`src/rtl/regfile_scoreboard_if.sv`:
```
// Bus interface for regfile_scoreboard: writeback, issue and read-port signals.
// master drives writeback/issue/read addresses; slave is the register file.
interface regfile_scoreboard_if #(
    parameter int DATA_WIDTH = 32,
    parameter int ADDR_WIDTH = 5,
    parameter int NUM_RD     = 2
);
    logic                         ctrl_writeEnable;
    logic [ADDR_WIDTH-1:0]        ctrl_writeReg;
    logic [DATA_WIDTH-1:0]        data_writeReg;
    logic                         ctrl_issueEnable;
    logic [ADDR_WIDTH-1:0]        ctrl_issueReg;
    logic                         issue_ready;
    logic [NUM_RD*ADDR_WIDTH-1:0] ctrl_readReg;
    logic [NUM_RD*DATA_WIDTH-1:0] data_readReg;
    logic [NUM_RD-1:0]            busy_readReg;
    logic                         err_underflow;

    modport master (
        output ctrl_writeEnable, ctrl_writeReg, data_writeReg,
        output ctrl_issueEnable, ctrl_issueReg, ctrl_readReg,
        input  issue_ready, data_readReg, busy_readReg, err_underflow
    );

    modport slave (
        input  ctrl_writeEnable, ctrl_writeReg, data_writeReg,
        input  ctrl_issueEnable, ctrl_issueReg, ctrl_readReg,
        output issue_ready, data_readReg, busy_readReg, err_underflow
    );
endinterface

```
`src/rtl/regfile_scoreboard.sv`:
```
// Multi-read-port register file with a per-register pending-write counter (scoreboard).
// Optional feature: define REGFILE_BYPASS_EN to forward same-cycle writeback data to read ports.
module regfile_scoreboard #(
    parameter int DATA_WIDTH = 32,
    parameter int ADDR_WIDTH = 5,
    parameter int NUM_RD     = 2,
    parameter int CNT_WIDTH  = 2,
    parameter int ZERO_REG   = 1
) (
    input  logic                clock,
    input  logic                ctrl_reset_n,
    regfile_scoreboard_if.slave bus
);

    localparam int DEPTH = 2 ** ADDR_WIDTH;
    localparam logic [CNT_WIDTH-1:0]  CNT_ZERO = {CNT_WIDTH{1'b0}};
    localparam logic [CNT_WIDTH-1:0]  CNT_ONE  = CNT_WIDTH'(1);
    localparam logic [CNT_WIDTH-1:0]  CNT_MAX  = {CNT_WIDTH{1'b1}};
    localparam logic [ADDR_WIDTH-1:0] REG_ZERO = {ADDR_WIDTH{1'b0}};

    logic [DATA_WIDTH-1:0] regs_q [DEPTH];
    logic [CNT_WIDTH-1:0]  cnt_q  [DEPTH];
    logic [CNT_WIDTH-1:0]  cnt_d  [DEPTH];
    logic                  err_q;
    logic                  err_d;

    logic                  zero_wr_s;
    logic                  zero_iss_s;
    logic                  wr_en_s;
    logic                  same_reg_s;
    logic [CNT_WIDTH-1:0]  iss_cnt_s;
    logic [CNT_WIDTH-1:0]  iss_post_s;
    logic [CNT_WIDTH-1:0]  wr_cnt_s;
    logic                  issue_ready_s;
    logic                  iss_en_s;
    logic                  underflow_s;
    logic [DATA_WIDTH-1:0] rd_data_s [NUM_RD];
    logic                  rd_busy_s [NUM_RD];

    assign zero_wr_s  = (ZERO_REG != 0) && (bus.ctrl_writeReg == REG_ZERO);
    assign zero_iss_s = (ZERO_REG != 0) && (bus.ctrl_issueReg == REG_ZERO);
    assign wr_en_s    = bus.ctrl_writeEnable && !zero_wr_s;
    assign same_reg_s = wr_en_s && (bus.ctrl_writeReg == bus.ctrl_issueReg);

    // Readiness looks at the count after this cycle's writeback, so a retiring write frees a slot at once.
    assign iss_cnt_s     = cnt_q[bus.ctrl_issueReg];
    assign iss_post_s    = (same_reg_s && (iss_cnt_s != CNT_ZERO)) ? (iss_cnt_s - CNT_ONE) : iss_cnt_s;
    assign issue_ready_s = zero_iss_s || (iss_post_s != CNT_MAX);
    assign iss_en_s      = bus.ctrl_issueEnable && issue_ready_s && !zero_iss_s;

    // A same-register issue balances the write, so a zero count there is not an underflow.
    assign wr_cnt_s    = cnt_q[bus.ctrl_writeReg];
    assign underflow_s = wr_en_s && (wr_cnt_s == CNT_ZERO) && !(iss_en_s && same_reg_s);
    assign err_d       = err_q || underflow_s;

    // Next pending count per register from accepted issue and effective writeback.
    always_comb begin
        cnt_d = cnt_q;
        for (int i = 0; i < DEPTH; i++) begin
            if (iss_en_s && (bus.ctrl_issueReg == ADDR_WIDTH'(i)) &&
                wr_en_s && (bus.ctrl_writeReg == ADDR_WIDTH'(i))) begin
                cnt_d[i] = cnt_q[i];
            end else if (iss_en_s && (bus.ctrl_issueReg == ADDR_WIDTH'(i))) begin
                cnt_d[i] = cnt_q[i] + CNT_ONE;
            end else if (wr_en_s && (bus.ctrl_writeReg == ADDR_WIDTH'(i)) && (cnt_q[i] != CNT_ZERO)) begin
                cnt_d[i] = cnt_q[i] - CNT_ONE;
            end else begin
                cnt_d[i] = cnt_q[i];
            end
        end
    end

    // Scoreboard counters and sticky underflow flag.
    always_ff @(posedge clock or negedge ctrl_reset_n) begin
        if (!ctrl_reset_n) begin
            for (int i = 0; i < DEPTH; i++) begin
                cnt_q[i] <= CNT_ZERO;
            end
            err_q <= 1'b0;
        end else begin
            cnt_q <= cnt_d;
            err_q <= err_d;
        end
    end

    // Register storage written on effective writeback.
    always_ff @(posedge clock or negedge ctrl_reset_n) begin
        if (!ctrl_reset_n) begin
            for (int i = 0; i < DEPTH; i++) begin
                regs_q[i] <= {DATA_WIDTH{1'b0}};
            end
        end else if (wr_en_s) begin
            regs_q[bus.ctrl_writeReg] <= bus.data_writeReg;
        end else begin
            regs_q <= regs_q;
        end
    end

    for (genvar k = 0; k < NUM_RD; k++) begin : g_rd
        logic [ADDR_WIDTH-1:0] addr_s;
        logic [CNT_WIDTH-1:0]  cnt_s;
        logic                  zero_s;
        logic                  byp_s;

        assign addr_s = bus.ctrl_readReg[k*ADDR_WIDTH +: ADDR_WIDTH];
        assign cnt_s  = cnt_q[addr_s];
        assign zero_s = (ZERO_REG != 0) && (addr_s == REG_ZERO);
`ifdef REGFILE_BYPASS_EN
        assign byp_s  = wr_en_s && (addr_s == bus.ctrl_writeReg);
`else
        assign byp_s  = 1'b0;
`endif

        // Read port: hardwired zero, forwarded writeback, or stored state.
        always_comb begin
            if (zero_s) begin
                rd_data_s[k] = {DATA_WIDTH{1'b0}};
                rd_busy_s[k] = 1'b0;
            end else if (byp_s) begin
                rd_data_s[k] = bus.data_writeReg;
                rd_busy_s[k] = (cnt_s > CNT_ONE);
            end else begin
                rd_data_s[k] = regs_q[addr_s];
                rd_busy_s[k] = (cnt_s != CNT_ZERO);
            end
        end
    end

    // Pack per-port results onto the flat bus vectors.
    always_comb begin
        bus.data_readReg = {(NUM_RD*DATA_WIDTH){1'b0}};
        bus.busy_readReg = {NUM_RD{1'b0}};
        for (int k = 0; k < NUM_RD; k++) begin
            bus.data_readReg[k*DATA_WIDTH +: DATA_WIDTH] = rd_data_s[k];
            bus.busy_readReg[k]                          = rd_busy_s[k];
        end
    end

    assign bus.issue_ready   = issue_ready_s;
    assign bus.err_underflow = err_q;

endmodule

```
`src/flat_wrapper.sv`:
```
// flat-port wrapper written by rule: the top's interface ports become plain ports
module regfile_scoreboard_flat 
#(
    parameter int DATA_WIDTH = 32,
    parameter int ADDR_WIDTH = 5,
    parameter int NUM_RD     = 2,
    parameter int CNT_WIDTH  = 2,
    parameter int ZERO_REG   = 1
)
  (clock, ctrl_reset_n, bus_ctrl_writeEnable, bus_ctrl_writeReg, bus_data_writeReg, bus_ctrl_issueEnable, bus_ctrl_issueReg, bus_ctrl_readReg, bus_issue_ready, bus_data_readReg, bus_busy_readReg, bus_err_underflow);
  regfile_scoreboard_if #(.DATA_WIDTH(DATA_WIDTH), .ADDR_WIDTH(ADDR_WIDTH), .NUM_RD(NUM_RD)) bus_i ();
  input  logic clock;
  input  logic ctrl_reset_n;
  input wire logic [$bits(bus_i.ctrl_writeEnable)-1:0] bus_ctrl_writeEnable;
  input wire logic [$bits(bus_i.ctrl_writeReg)-1:0] bus_ctrl_writeReg;
  input wire logic [$bits(bus_i.data_writeReg)-1:0] bus_data_writeReg;
  input wire logic [$bits(bus_i.ctrl_issueEnable)-1:0] bus_ctrl_issueEnable;
  input wire logic [$bits(bus_i.ctrl_issueReg)-1:0] bus_ctrl_issueReg;
  input wire logic [$bits(bus_i.ctrl_readReg)-1:0] bus_ctrl_readReg;
  output wire logic [$bits(bus_i.issue_ready)-1:0] bus_issue_ready;
  output wire logic [$bits(bus_i.data_readReg)-1:0] bus_data_readReg;
  output wire logic [$bits(bus_i.busy_readReg)-1:0] bus_busy_readReg;
  output wire logic [$bits(bus_i.err_underflow)-1:0] bus_err_underflow;
  assign bus_i.ctrl_writeEnable = bus_ctrl_writeEnable;
  assign bus_i.ctrl_writeReg = bus_ctrl_writeReg;
  assign bus_i.data_writeReg = bus_data_writeReg;
  assign bus_i.ctrl_issueEnable = bus_ctrl_issueEnable;
  assign bus_i.ctrl_issueReg = bus_ctrl_issueReg;
  assign bus_i.ctrl_readReg = bus_ctrl_readReg;
  assign bus_issue_ready = bus_i.issue_ready;
  assign bus_data_readReg = bus_i.data_readReg;
  assign bus_busy_readReg = bus_i.busy_readReg;
  assign bus_err_underflow = bus_i.err_underflow;
  regfile_scoreboard #(.DATA_WIDTH(DATA_WIDTH), .ADDR_WIDTH(ADDR_WIDTH), .NUM_RD(NUM_RD), .CNT_WIDTH(CNT_WIDTH), .ZERO_REG(ZERO_REG)) u_core (.clock(clock), .ctrl_reset_n(ctrl_reset_n), .bus(bus_i));
endmodule
```
`config.mk`:
```
export PLATFORM = sky130hd
export DESIGN_NAME = regfile_scoreboard_flat
export DESIGN_NICKNAME = d
export VERILOG_FILES = /design/src/rtl/regfile_scoreboard_if.sv /design/src/rtl/regfile_scoreboard.sv /design/src/flat_wrapper.sv
export SDC_FILE = /design/constraint.sdc
export NUM_CORES = 2
export LEC_CHECK = 0
export ABC_AREA = 1
export BUFFER_PORTS_ARGS = -buffer_cell sky130_fd_sc_hd__buf_2
export CORE_MARGIN = 5
export CORE_UTILIZATION = 35
export CTS_CLUSTER_SIZE = 8
export DETAILED_ROUTE_END_ITERATION = 7
export GPL_TIMING_DRIVEN = 1
export MAX_ROUTING_LAYER = met4
export PLACE_DENSITY_LB_ADDON = 0.08
export SETUP_SLACK_MARGIN = 0.15
export SYNTH_ARGS = -nofsm -noshare
export SYNTH_HDL_FRONTEND = slang
export SYNTH_SLANG_ARGS = --single-unit
```
`constraint.sdc`:
```
create_clock -name clock -period 2.6 [get_ports clock]
set_clock_uncertainty 0.15 [all_clocks]
set_input_delay 0.13 -clock clock [delete_from_list [all_inputs] [get_ports clock]]
set_output_delay 0.13 -clock clock [all_outputs]
set_load 0.005 [all_outputs]
```
==> results.tsv <==
metric	value	unit
io_pins	124	
antenna_found_initial	19	
clock_power_share	0.343	
drv_slew	0	
grt_setup_unrepaired	yes	
arrival	2.71	ns
netlist_instances	8126	
syn-num-nets	8183	
pwr-share-seq	0.407	
cts_sinks	1089	
die_h	423	um
synth_seq_cells	1089	
first_iter_violations	7253	
io_buffers	123	
crit_required	2.32	ns
p_comb_frac	0.250	
vdd_drop_max	0.663	mV
insertion_delay	0.81	ns
htree_num_levels	4	
yosysTopAreaCell	dfrtp_1	
overflow	0	
vias_per_cell	5.93	
clk_pin_slew	0.06	ns
hold_viol	0	
grt_max_degree	108	
avgSynthCellArea	7.35	um^2
dr.pass1.iters	6	
clk_path_buf_depth	3	
use_met2	0.503	
worstPathMaxFanout	2	
max_stage_delay	0.39	ns
finalSetupViolCount	82	
worst_slack	-0.388	ns
layout-drive-gt1-share	0.177	
routed_wl	291000	um
synth_edf_count	0	
syn_area	59700	um^2
start_util	0.352	
cap_violations	0	
core	170000	um^2
worstSetupEndpointType	primary output	
ys_async_sr_fraction	1.00	
power	55.9	mW
outcome	finished, violations left	
yosys.cell_count.top_type	o21ai_0	
postPlaceCellArea	66700	um^2
synth_top_area_frac	0.456	
violations	negative setup slack	
drc	0	
synth_area_leaders	dfrtp_1, o21ai_0, nand2_1, nor2_1, clkbuf_1	
power.internal	37.1	mW
ant_nets	0	
dp.final_hpwl	182000	um
cpMostUsedCell	nand2_1	
relSlewSlack	0.335	
area_delta_synth_final	26.3	%
wl_per_cell	27.5	um
cts_tree	yes	
cts-root-buf	clkbuf_16	
worstSetupPathType	reg2out	
fin_area	75500	um^2
p_switching	18.8	mW
top_usage_layer	met2	
vias	62900	
p_sw_frac	0.336	
synth.distinct_cells	42	
cts_made_buffers	157	
die_w	423	um
crit_path_cell_trace	nand2_1 -> nand2_1 -> nand2_1 -> nand2_1 -> nand2_2 -> nand3_2 -> nor2_4 -> inv_1 -> nand2_2 -> ha_4 -> inv_2 -> nand3_4 -> buf_6 -> nand3_4 -> nand2_4 -> buf_6 -> nand2_4 -> buf_6	
worst_pin_slew	0.996	ns
grt_pass1_vias	59500	
globalRouteMet3Util	0.0472	
dieArea	179000	um^2
finalCriticalPeriod	2.99	ns
gp_congestion	0.927	
gr-usage-met1	0.428	
synth_commonest_cells	o21ai_0, nand2_1, dfrtp_1, nor2_1, clkbuf_1	
grt.total_usage	0.324	
startpoint_type	register	
nNetsFinal	8407	
synthFlopType	dfrtp_1	
place_ws	-0.343	ns
grt_pass1_wl	423000	um
fmax	0.335	GHz
whs	0.00506	ns
seq_area_frac_synth	0.456	
reg2reg_depth	24	
core.rowCount	151	
crit_slowest_cell	dfrtp_1	
p_leak	32.9	nW
power.density	741	nW/um^2
postLayoutCoreUtil	0.445	
yosys_warnings	0	
hold_class	in2async	
post-route-period-util	1.15	
final cells by class:
class                   instances  area [um^2]
fillers                     17000        94200
multi-input cells            5896        30500
flip-flops and latches       1089        27300
repair buffers                855         9190
clock buffers                 175         4090
well taps                    2218         2780
inverters                     351         1390
clock inverters                14          216
diodes                          9         22.5
what timing repair did:
item / in CTS / in global routing
hold endpoints to repair: 1485 / 0
cloned: 6 / 0
setup buffers: 51 / 60
endpoints found under the setup margin: 129 / 137
pin swaps: 280 / 330
hold buffers: 52 / 0
gates resized for setup: 563 / 373
per-stage QoR:
step                cells  setup TNS [ns]
finish              10600          -15.67
global route        10600          -26.88
CTS                 10500           -9.94
detailed placement  10200          -13.08
global placement    10200          -11.09
floorplan            8126               0
worst paths after layout:
check | start | endpoint | slack, ns
worst min-delay path | ctrl_reset_n | u_core.cnt_q[48]$_DFFE_PN0P_ | 0.005
max in group asynchronous | ctrl_reset_n | u_core.regs_q[204]$_DFFE_PN0P_ | 1.64
min in group clock | bus_data_writeReg[16] | u_core.regs_q[816]$_DFFE_PN0P_ | 0.06
worst max register to register | u_core.cnt_q[39]$_DFFE_PN0P_ | u_core.cnt_q[23]$_DFFE_PN0P_ | -0.31
worst max-delay path | u_core.cnt_q[49]$_DFFE_PN0P_ | bus_issue_ready | -0.39
worst min register to register | u_core.regs_q[1016]$_DFFE_PN0P_ | u_core.regs_q[1016]$_DFFE_PN0P_ | 0.25
power groups by stage:
stage | sequential [mW] | combinational [mW] | clock, mW
after CTS | 22.6 | 13.2 | 19.5
final | 22.8 | 14.0 | 19.2
after floorplan | 22.2 | 6.98 | 0
after global routing | 23.1 | 15.4 | 20.2
after detailed placement | 22.8 | 11.9 | 0
after global placement | 22.8 | 11.8 | 0
cell usage in the layout, fill, tap and decap left out, drive strengths merged:
cell type    count
o21ai         2136
nand2         1460
dfrtp         1089
nor2          1083
buf            804
inv            335
a21oi          321
o221ai         265
nand3          231
clkbuf         175
a31oi          106
o22ai          103
o211ai          86
dlygate4sd3     51
nand4           31
clkinv          29
a221oi          27
a21boi          11
o311ai          10
diode            9
a22oi            5
o21a             3
or2              3
nor3             3
xnor2            2
a221o            2
o21bai           2
nand3b           2
xor2             1
o31ai            1
nor4             1
ha               1
bufinv           1
sequential cells by signal, summed over array words and instances (netlist names):
name / count
u_core.bus.err_underflow: 1
u_core.cnt_q: 64
u_core.regs_q: 1024
kinds of logic (layout without fill, tap and decap cells):
logic type               after synthesis  in the layout  synth area share
AO/OA/AOI/OAI                       3078           3078             0.286
AND/OR/NAND/NOR                     2814           2814             0.184
buffers and inverters               1141           1395            0.0731
flip-flops                          1089           1089             0.456
XOR/XNOR                               3              3          0.000440
adder cells (fa/ha/maj)                1              1          0.000209
other                                  0              9                 0
worst max-delay path: cells and delay by family, from the launching register on:
kind	cells	cell delay (ns)
adder cells (fa/ha/maj)	1	0.13
AND/OR/NAND/NOR	12	0.95
flip-flops	1	0.39
buffers and inverters	5	0.43
routing by layer:
| layer | part of all wire | up-vias |
|---|---|---|
| met4 | 0.046 | 0 |
| li1 | - | 28300 |
| met1 | 0.43 | 30900 |
| met3 | 0.071 | 687 |
| met5 | 0 | - |
| met2 | 0.46 | 2979 |
Note: power is estimated with default switching activity, not from simulation.
